File: src/rtl/axis_hdr_pkg.sv
// Shared types and helpers for the AXI-Stream header extractor.
// Optional feature macro used by the top: AXIS_EXTRACT_LEN_EN (payload byte counter).
package axis_hdr_pkg;

  localparam int DEF_DATA_WD      = 32;
  localparam int DEF_DATA_BYTE_WD = DEF_DATA_WD / 8;
  localparam int MAX_LANES        = 128;

  typedef enum logic [1:0] {
    ST_IDLE  = 2'd0,
    ST_BODY  = 2'd1,
    ST_FLUSH = 2'd2
  } state_e;

  // Low n bits set; callers size-cast the result to their lane count.
  function automatic logic [MAX_LANES-1:0] cnt_to_keep(input int unsigned n);
    logic [MAX_LANES-1:0] keep;
    keep = '0;
    for (int unsigned i = 0; i < MAX_LANES; i++) begin
      keep[i] = (i < n);
    end
    return keep;
  endfunction

  function automatic int unsigned keep_to_cnt(input logic [MAX_LANES-1:0] keep);
    int unsigned cnt;
    cnt = 0;
    for (int i = 0; i < MAX_LANES; i++) begin
      if (keep[i]) cnt++;
    end
    return cnt;
  endfunction

endpackage

File: src/rtl/axis_byte_realign.sv
// Combinational byte shifter: merges the held residual with the top H bytes of the
// incoming beat and derives header/residual data and keep for a given H.
module axis_byte_realign
  import axis_hdr_pkg::*;
#(
  parameter int DATA_WD      = DEF_DATA_WD,
  parameter int DATA_BYTE_WD = DATA_WD / 8,
  parameter int BYTE_CNT_WD  = $clog2(DATA_BYTE_WD)
) (
  input  logic [BYTE_CNT_WD:0]    hdr_bytes_i,
  input  logic [DATA_WD-1:0]      res_data_i,
  input  logic [DATA_BYTE_WD-1:0] res_keep_i,
  input  logic [DATA_WD-1:0]      data_i,
  input  logic [DATA_BYTE_WD-1:0] keep_i,
  output logic [DATA_WD-1:0]      merged_data_o,
  output logic [DATA_BYTE_WD-1:0] merged_keep_o,
  output logic [DATA_WD-1:0]      hdr_data_o,
  output logic [DATA_BYTE_WD-1:0] hdr_keep_o,
  output logic [DATA_WD-1:0]      next_res_data_o,
  output logic [DATA_BYTE_WD-1:0] next_res_keep_o
);

  logic [31:0]        h_lanes;
  logic [31:0]        tail_lanes;
  logic [DATA_WD-1:0] top_bytes;

  assign h_lanes    = 32'(hdr_bytes_i);
  assign tail_lanes = 32'(DATA_BYTE_WD) - h_lanes;

  // The first H bytes of the beat moved down into the low lanes.
  assign top_bytes = data_i >> (tail_lanes << 3);

  assign merged_data_o   = res_data_i | top_bytes;
  assign merged_keep_o   = res_keep_i | (keep_i >> tail_lanes);
  assign hdr_data_o      = top_bytes;
  assign hdr_keep_o      = DATA_BYTE_WD'(cnt_to_keep(h_lanes));
  assign next_res_data_o = data_i << (h_lanes << 3);
  assign next_res_keep_o = keep_i << h_lanes;

endmodule

File: src/rtl/axi_stream_extract_header.sv
// Strips a 1..B byte header from the first beat of each packet and realigns the payload.
// Define AXIS_EXTRACT_LEN_EN to add a saturating payload byte count output.
module axi_stream_extract_header
  import axis_hdr_pkg::*;
#(
  parameter int DATA_WD      = DEF_DATA_WD,
  parameter int DATA_BYTE_WD = DATA_WD / 8,
  parameter int BYTE_CNT_WD  = $clog2(DATA_BYTE_WD)
) (
  input  logic                    clk,
  input  logic                    rst_n,
  input  logic                    valid_in,
  output logic                    ready_in,
  input  logic [DATA_WD-1:0]      data_in,
  input  logic [DATA_BYTE_WD-1:0] keep_in,
  input  logic                    last_in,
  input  logic [BYTE_CNT_WD-1:0]  byte_extract_cnt,
  output logic                    valid_out,
  input  logic                    ready_out,
  output logic [DATA_WD-1:0]      data_out,
  output logic [DATA_BYTE_WD-1:0] keep_out,
  output logic                    last_out,
  output logic                    valid_header,
  input  logic                    ready_header,
  output logic [DATA_WD-1:0]      data_header,
  output logic [DATA_BYTE_WD-1:0] keep_header
`ifdef AXIS_EXTRACT_LEN_EN
  ,
  output logic [15:0]             payload_len
`endif
);

  state_e                  state_q, state_d;
  logic [BYTE_CNT_WD-1:0]  cnt_q, cnt_d, cnt_sel;
  logic [BYTE_CNT_WD:0]    hdr_bytes;
  logic [DATA_WD-1:0]      res_data_q, res_data_d;
  logic [DATA_BYTE_WD-1:0] res_keep_q, res_keep_d;
  logic                    out_vld_q, out_vld_d, out_last_q, out_last_d;
  logic [DATA_WD-1:0]      out_data_q, out_data_d;
  logic [DATA_BYTE_WD-1:0] out_keep_q, out_keep_d;
  logic                    hdr_vld_q, hdr_vld_d;
  logic [DATA_WD-1:0]      hdr_data_q, hdr_data_d;
  logic [DATA_BYTE_WD-1:0] hdr_keep_q, hdr_keep_d;
  logic                    out_free, hdr_free, out_load;

  logic [DATA_WD-1:0]      merged_data, hdr_data, nxt_res_data;
  logic [DATA_BYTE_WD-1:0] merged_keep, hdr_keep, nxt_res_keep;

  // H is taken live from the input on the first beat and from the latched copy afterwards.
  assign cnt_sel   = (state_q == ST_IDLE) ? byte_extract_cnt : cnt_q;
  assign hdr_bytes = {1'b0, cnt_sel} + {{BYTE_CNT_WD{1'b0}}, 1'b1};
  assign out_free  = ~out_vld_q | ready_out;
  assign hdr_free  = ~hdr_vld_q | ready_header;

  axis_byte_realign #(
    .DATA_WD      (DATA_WD),
    .DATA_BYTE_WD (DATA_BYTE_WD),
    .BYTE_CNT_WD  (BYTE_CNT_WD)
  ) u_realign (
    .hdr_bytes_i     (hdr_bytes),
    .res_data_i      (res_data_q),
    .res_keep_i      (res_keep_q),
    .data_i          (data_in),
    .keep_i          (keep_in),
    .merged_data_o   (merged_data),
    .merged_keep_o   (merged_keep),
    .hdr_data_o      (hdr_data),
    .hdr_keep_o      (hdr_keep),
    .next_res_data_o (nxt_res_data),
    .next_res_keep_o (nxt_res_keep)
  );

  // NOTE: every value written here is defaulted first so no latch can be inferred.
  always_comb begin
    state_d    = state_q;
    cnt_d      = cnt_q;
    res_data_d = res_data_q;
    res_keep_d = res_keep_q;
    out_vld_d  = out_vld_q & ~ready_out;
    out_data_d = out_data_q;
    out_keep_d = out_keep_q;
    out_last_d = out_last_q;
    hdr_vld_d  = hdr_vld_q & ~ready_header;
    hdr_data_d = hdr_data_q;
    hdr_keep_d = hdr_keep_q;
    out_load   = 1'b0;
    ready_in   = 1'b0;

    case (state_q)
      ST_IDLE: begin
        ready_in = rst_n & hdr_free & out_free;
        if (valid_in && ready_in) begin
          hdr_vld_d  = 1'b1;
          hdr_data_d = hdr_data;
          hdr_keep_d = hdr_keep;
          cnt_d      = byte_extract_cnt;
          res_data_d = nxt_res_data;
          res_keep_d = nxt_res_keep;
          if (!last_in)                           state_d = ST_BODY;
          else if (nxt_res_keep[DATA_BYTE_WD-1])  state_d = ST_FLUSH;
        end
      end
      ST_BODY: begin
        ready_in = rst_n & out_free;
        if (valid_in && ready_in) begin
          out_load   = 1'b1;
          out_data_d = merged_data;
          res_data_d = nxt_res_data;
          res_keep_d = nxt_res_keep;
          if (!last_in) begin
            out_keep_d = '1;
            out_last_d = 1'b0;
          end else if (nxt_res_keep[DATA_BYTE_WD-1]) begin
            // More bytes remain than fit after the residual: one extra beat follows.
            out_keep_d = '1;
            out_last_d = 1'b0;
            state_d    = ST_FLUSH;
          end else begin
            out_keep_d = merged_keep;
            out_last_d = 1'b1;
            state_d    = ST_IDLE;
          end
        end
      end
      ST_FLUSH: begin
        if (out_free) begin
          out_load   = 1'b1;
          out_data_d = res_data_q;
          out_keep_d = res_keep_q;
          out_last_d = 1'b1;
          state_d    = ST_IDLE;
        end
      end
      default: state_d = ST_IDLE;
    endcase

    if (out_load) out_vld_d = 1'b1;
  end

  // NOTE: sequential state is updated with non-blocking assignments only.
  always_ff @(posedge clk or negedge rst_n) begin
    if (!rst_n) begin
      state_q    <= ST_IDLE;
      cnt_q      <= '0;
      // NOTE: datapath registers are cleared too, so every output reads zero in reset.
      res_data_q <= '0;
      res_keep_q <= '0;
      out_vld_q  <= 1'b0;
      out_data_q <= '0;
      out_keep_q <= '0;
      out_last_q <= 1'b0;
      hdr_vld_q  <= 1'b0;
      hdr_data_q <= '0;
      hdr_keep_q <= '0;
    end else begin
      state_q    <= state_d;
      cnt_q      <= cnt_d;
      res_data_q <= res_data_d;
      res_keep_q <= res_keep_d;
      out_vld_q  <= out_vld_d;
      out_data_q <= out_data_d;
      out_keep_q <= out_keep_d;
      out_last_q <= out_last_d;
      hdr_vld_q  <= hdr_vld_d;
      hdr_data_q <= hdr_data_d;
      hdr_keep_q <= hdr_keep_d;
    end
  end

  assign valid_out    = out_vld_q;
  assign data_out     = out_data_q;
  assign keep_out     = out_keep_q;
  assign last_out     = out_last_q;
  assign valid_header = hdr_vld_q;
  assign data_header  = hdr_data_q;
  assign keep_header  = hdr_keep_q;

`ifdef AXIS_EXTRACT_LEN_EN
  logic [15:0] len_acc_q, len_acc_d, len_q, len_d;
  logic [16:0] len_sum;

  // Running byte total over emitted beats; the value presented with last_out is the packet total.
  always_comb begin
    len_acc_d = len_acc_q;
    len_d     = len_q;
    len_sum   = {1'b0, len_acc_q} + 17'(keep_to_cnt(MAX_LANES'(out_keep_d)));
    if (out_load) begin
      len_d     = len_sum[16] ? 16'hFFFF : len_sum[15:0];
      len_acc_d = out_last_d ? 16'h0000 : len_d;
    end
  end

  always_ff @(posedge clk or negedge rst_n) begin
    if (!rst_n) begin
      len_acc_q <= '0;
      len_q     <= '0;
    end else begin
      len_acc_q <= len_acc_d;
      len_q     <= len_d;
    end
  end

  assign payload_len = len_q;
`endif

endmodule

File: config.mk
export PLATFORM = sky130hd
export DESIGN_NAME = axi_stream_extract_header
export DESIGN_NICKNAME = d
export VERILOG_FILES = /design/src/rtl/axis_hdr_pkg.sv /design/src/rtl/axis_byte_realign.sv /design/src/rtl/axi_stream_extract_header.sv
export SDC_FILE = /design/constraint.sdc
export NUM_CORES = 1
export LEC_CHECK = 0
export ABC_AREA = 1
export CAP_MARGIN = 25
export CORE_MARGIN = 2
export CORE_UTILIZATION = 30
export CTS_CLUSTER_SIZE = 14
export DETAILED_ROUTE_END_ITERATION = 10
export GPL_TIMING_DRIVEN = 0
export SLEW_MARGIN = 25
export SYNTH_ARGS = -nofsm -noshare
export SYNTH_HDL_FRONTEND = slang
export SYNTH_HIERARCHICAL = 1
export SYNTH_SLANG_ARGS = --single-unit
File: constraint.sdc
create_clock -name clk -period 8 [get_ports clk]
set_input_delay 1.2 -clock clk [delete_from_list [all_inputs] [get_ports clk]]
set_output_delay 1.2 -clock clk [all_outputs]
set_load 0.005 [all_outputs]
# Yosys cells after proc, flatten, opt, wreduce, memory -nomap -nowiden
# Cells that the tools add are included.
# classes
addsub	2
order_cmp	4
n_eq_ne	7
n_shift	4
n_mux	35
n_bitwise	13
n_reduce_logical	9
# ops
cell	count
$mux 32	4
$pmux 32 s2	2
$or 32x32->32	1
$shl 32x6->32	1
$shr 32x32->32	1
$shr 4x32->4	1
$mux 4	6
$mux 2	8
$pmux 4 s2	2
$mux 1	9
$lt 1x3->1 const A	2
$lt 2x3->1 const A	2
$ne 2x2->1 const B	3
$pmux 1 s2	3
$pmux 2 s3	1
$reduce_and 3->1	2
$and 1x1->1	5
$reduce_and 5->1	1
$not 1->1	4
$or 4x4->4	1
$reduce_bool 2->1	2
$shl 4x3->4	1
$sub 3x3->4 const A	1
$add 2x1->3 const B	1
other kinds (8)	10
# word_totals
ff_bits	115
input_bits	44
output_inout_bits	76

# Longest topological paths before layout
# logic_depth
ltp_word	10
mapped_depth	20
depth_no_buf	19

# By module
# The synthesis kept the hierarchy.
# modules_own_cells
mod	instances	cells_per_inst	area_each_um2	seq_area_each_um2
axi_stream_extract_header	1	642	5087.4	2877.8
axis_byte_realign	1	384	1697.9	0.0

# Worst setup path after synthesis
# Ideal clock, no wire load.
# synth_timing
path_type	input -> register
start	input port byte_extract_cnt[0]
end	register out_keep_q[2], in the netlist keep_out[2]
arrival_ns	3.091
path_slack_ns	4.827
cell_stages	15
cell_sequence	nand2_1 > o21ai_0 > inv_1 > inv_2 > buf_2 > ha_1 > inv_1 > nand2_4 > buf_6 > buf_6 > o21bai_1 > nor2_1 > a21oi_1 > a21oi_1 > o21ai_0
# synth_between
elab_chain_len	9
# synth_lines
item	line_no	rtl
from (decl)	axi_stream_extract_header.sv:17	input logic [BYTE_CNT_WD-1:0] byte_extract_cnt,
$mux 2	axi_stream_extract_header.sv:50	assign cnt_sel = (state_q == ST_IDLE) ? byte_extract_cnt : cnt_q;
$add 2x1->3	axi_stream_extract_header.sv:51	assign hdr_bytes = {1'b0, cnt_sel} + {{BYTE_CNT_WD{1'b0}}, 1'b1};
net hdr_bytes[0]	axi_stream_extract_header.sv:35	logic [BYTE_CNT_WD:0] hdr_bytes;
$sub 3x3->4	axis_byte_realign.sv:28	assign tail_lanes = 32'(DATA_BYTE_WD) - h_lanes;
$shr 4x32->4	axis_byte_realign.sv:34	assign merged_keep_o = res_keep_i | (keep_i >> tail_lanes);
$or 4x4->4	axis_byte_realign.sv:34	
net merged_keep[2]	axi_stream_extract_header.sv:47	logic [DATA_BYTE_WD-1:0] merged_keep, hdr_keep, nxt_res_keep;
$mux 4	axi_stream_extract_header.sv:113	end else if (nxt_res_keep[DATA_BYTE_WD-1]) begin
$mux 4	axi_stream_extract_header.sv:110	if (!last_in) begin
$mux 4	axi_stream_extract_header.sv:105	if (valid_in && ready_in) begin
$pmux 4 s2	axi_stream_extract_header.sv:89	case (state_q)
to (signal assigned)	axi_stream_extract_header.sv:162	out_keep_q <= out_keep_d;
to (decl)	axi_stream_extract_header.sv:40	logic [DATA_BYTE_WD-1:0] out_keep_q, out_keep_d;
# The timed path passes the listed nets, and every way through them passes these cells. The select of a mux whose other input is x is not followed.
# A chain may end at the register's enable or synchronous reset.

# Worst setup path in the final report
# layout_timing
start	input port ready_header
end	output port ready_in
# layout_between
elab_chain_len	4
# layout_lines
item	line_no	rtl
from (decl)	axi_stream_extract_header.sv:24	input logic ready_header,
$or 1x1->1	axi_stream_extract_header.sv:53	assign hdr_free = ~hdr_vld_q | ready_header;
$and 1x1->1 (2 in a row)	axi_stream_extract_header.sv:91	ready_in = rst_n & hdr_free & out_free;
$pmux 1 s2	axi_stream_extract_header.sv:89	
to (decl)	axi_stream_extract_header.sv:13	output logic ready_in,
# No other way between the ends.

==> flow_summary.yaml <==
status:
  status: "finished clean"
synthesis:
  synth_warnings: 6
  yosysSeqAreaShare_pct: 42.41
  ys_types: 29
  synth_area_per_cell_um2: 6.613
  synthFlopType: "dfrtp_1"
  synth-seq-cells: 115
  syn_nets: 1075
  synth_area_leaders: "dfrtp_1, nand2_1, nand3_1"
  synth_top_cell_area_share_pct: 42.41
  synth_area_um2: 6785
  synth_area_leader_cell: "dfrtp_1"
  synthArstFlopShare_pct: 100.0
  synth_edf_count: 0
  syn_inst: 1026
floorplan:
  initial_core_util_pct: 30.25
  core-area_um2: 22430
  num_io_pins: 120
  rows: 55
  chipWidth_um: 154.4
  die_area_um2: 23840
  die_h_um: 154.4
cts:
  htree_levels: 4
  clk_path_buf_depth: 2
  hold_buffers: 0
  root_buffer: "clkbuf_16"
  cts_resized: 0
  clk_pin_slew_worst_paths_ns: 0.05
  clock_sinks: 115
  postCtsSetupBuffers: 0
  clk_latency_ns: 0.42
  cts_tree: "yes"
  numCtsBuffers: 17
routing:
  initialDrtViolationCount: 821
  drc: 0
  via_count: 7153
  first_pass_iters: 5
  final_antenna_net_count: 0
  routedWlPerCell_um: 16.84
  totalWireLength_um: 24620
  vias_per_cell: 4.893
timing:
  rsz0062_at_grt: "no"
  hold_violations: 0
  slew_violations: 0
  tightest_slew_ns: 0.7013
  period_needed_ns: 3.864
  max_freq_ghz: 0.2588
  skew_ns: 0.007174
  post-route-period-util_pct: 48.30
  setup_ws_ns: 4.136
  maxSlewHeadroom_pct: 53.25
  finalSetupViolCount: 0
  setup_tns_ns: 0
setup_path:
  r2r.worst_path.cells: 18
  worstSetupPathType: "in -> out"
  cp.depth: 6
  required_ns: 6.80
  critPathSlowestCell: "clkdlybuf4s50_1"
  crit_path_end_kind: "output pin"
  crit_end: "ready_in"
  critPathLaunch: "ready_header"
  r2r_start: "state_q[0]$_DFFE_PN0P_"
  cp_max_fo: 3
  cp.arrival_ns: 2.66
  rrSetupSlack_ns: 4.54
  timing.critical_path.buf_inv: 4
  r2r-end: "keep_out[2]$_DFFE_PN0P_"
  cp_top_family: "buffers and inverters"
  cp_slowest_stage_delay_ns: 0.53
  startpoint_type: "input pin"
  cp_cell_sequence: "clkdlybuf4s50_1, inv_1, nand2_1, inv_1, a211oi_1, clkdlybuf4s50_1"
placed_design:
  dp_hpwl_um: 18750
  post_dp_cell_area_um2: 8366
  io_buffers: 119
  routabilityCongestion: 0.9986
  dp_slack_ns: 3.884
final_layout:
  drive_gt1_share_pct: 7.562
  syn_to_final_growth_pct: 33.21
  final_nets: 1214
  fin_area_um2: 9039
  mostFrequentLayoutCell: "nand2_1"
  antenna_cells: 0
  postLayoutCoreUtil_pct: 40.29
  num-fill-cells: 2410
  layout_common_cells: "nand2_1, clkdlybuf4s50_1, dfrtp_1, nand3_1, inv_1"
run:
  drv_cap: 0
power:
  leakage_nw: 4.868
  ir_drop_mv: 0.2401
  power-per-cell-area_nw_per_um2: 535.2
  power.total_mw: 4.838
min_path:
  worstHoldStart: "data_header[11]$_DFFE_PN0P_"
  min_path_type: "reg -> reg"
grt:
  overflow: 0
  grt_usage_pct: 21.26
  grt_pass1_wl_um: 38200
  antenna_found_initial: 0
  grt_max_degree: 74
  first_global_vias: 6678
[sequential cells by signal, indices dropped and copies added, names as in the netlist]
name          count
cnt_q             2
data_header      32
data_out         32
keep_header       4
keep_out          4
last_out          1
res_data_q       32
res_keep_q        4
state_q           2
valid_header      1
valid_out         1
[worst reg2reg max path: cells and delay by family, from the launching register on]
kind | cells | cell delay [ns]
buffers and inverters | 8 | 1.50
adder cells (fa/ha/maj) | 2 | 0.64
AO/OA/AOI/OAI | 5 | 0.61
flip-flops | 1 | 0.39
AND/OR/NAND/NOR | 3 | 0.25
[Yosys cell counts, types with 2 or more instances]
cell,count
buf_6,3
buf_4,6
ha_1,5
nor2_4,3
a21oi_1,6
nand2_1,511
o21ai_1,12
o21ai_0,46
buf_2,27
inv_2,7
nor2_1,55
inv_1,69
or2_2,2
or2_1,6
dfrtp_1,115
o21bai_1,9
nand2_2,4
clkbuf_1,16
nand3_1,114
[power by group]
| group | internal [mW] | switching, mW |
|---|---|---|
| Sequential | 0.817 | 0.131 |
| Combinational | 1.04 | 1.98 |
| Clock | 0.605 | 0.270 |
| Total | 2.46 | 2.38 |
[cell type report]
cell class	instances	area [um2]	area share [%]
clock inverter	10	202.7	2.243
multi-input combinational	782	3344	37.00
tap	285	356.6	3.945
clock buffer	21	470.5	5.205
timing repair buffer	120	1224	13.54
inverter	76	285.3	3.156
sequential	115	2878	31.84
buffer	53	277.8	3.073
[how the worst min path moves through the flow]
stage                                        to  slack [ns]  cells after the start
finish              data_header[11]$_DFFE_PN0P_        0.47                      2
global route        data_header[17]$_DFFE_PN0P_        0.50                      2
CTS                 data_header[19]$_DFFE_PN0P_        0.47                      2
detailed placement  data_header[19]$_DFFE_PN0P_        0.46                      2
global placement    data_header[17]$_DFFE_PN0P_        0.46                      2
floorplan            res_data_q[16]$_DFFE_PN0P_        0.46                      2
[per-layer routing]
metal / GRT usage [%] / share of wire (%) / up-vias
met5: 0 / 0 / -
met4: 8.069 / 2.7 / 0
met3: 4.399 / 6.7 / 38
met2: 33.80 / 46 / 281
met1: 28.61 / 44 / 3358
li1: - / - / 3476
[metrics by stage]
step,std cells,hold slack (ns)
after detailed placement,1431,0.4580
after global routing,1462,0.4952
after global placement,1430,0.4573
after floorplan,1026,0.4557
final,1462,0.4706
after CTS,1462,0.4720
[kinds of logic after synthesis]
kind of cell / Yosys count / synth area share, %
buf+inv: 129 / 8.298
compound gates: 77 / 6.307
flops: 115 / 42.41
fa+ha+maj: 5 / 0.9220
simple gates: 700 / 42.06
Note: power is estimated with default switching activity, not from simulation.
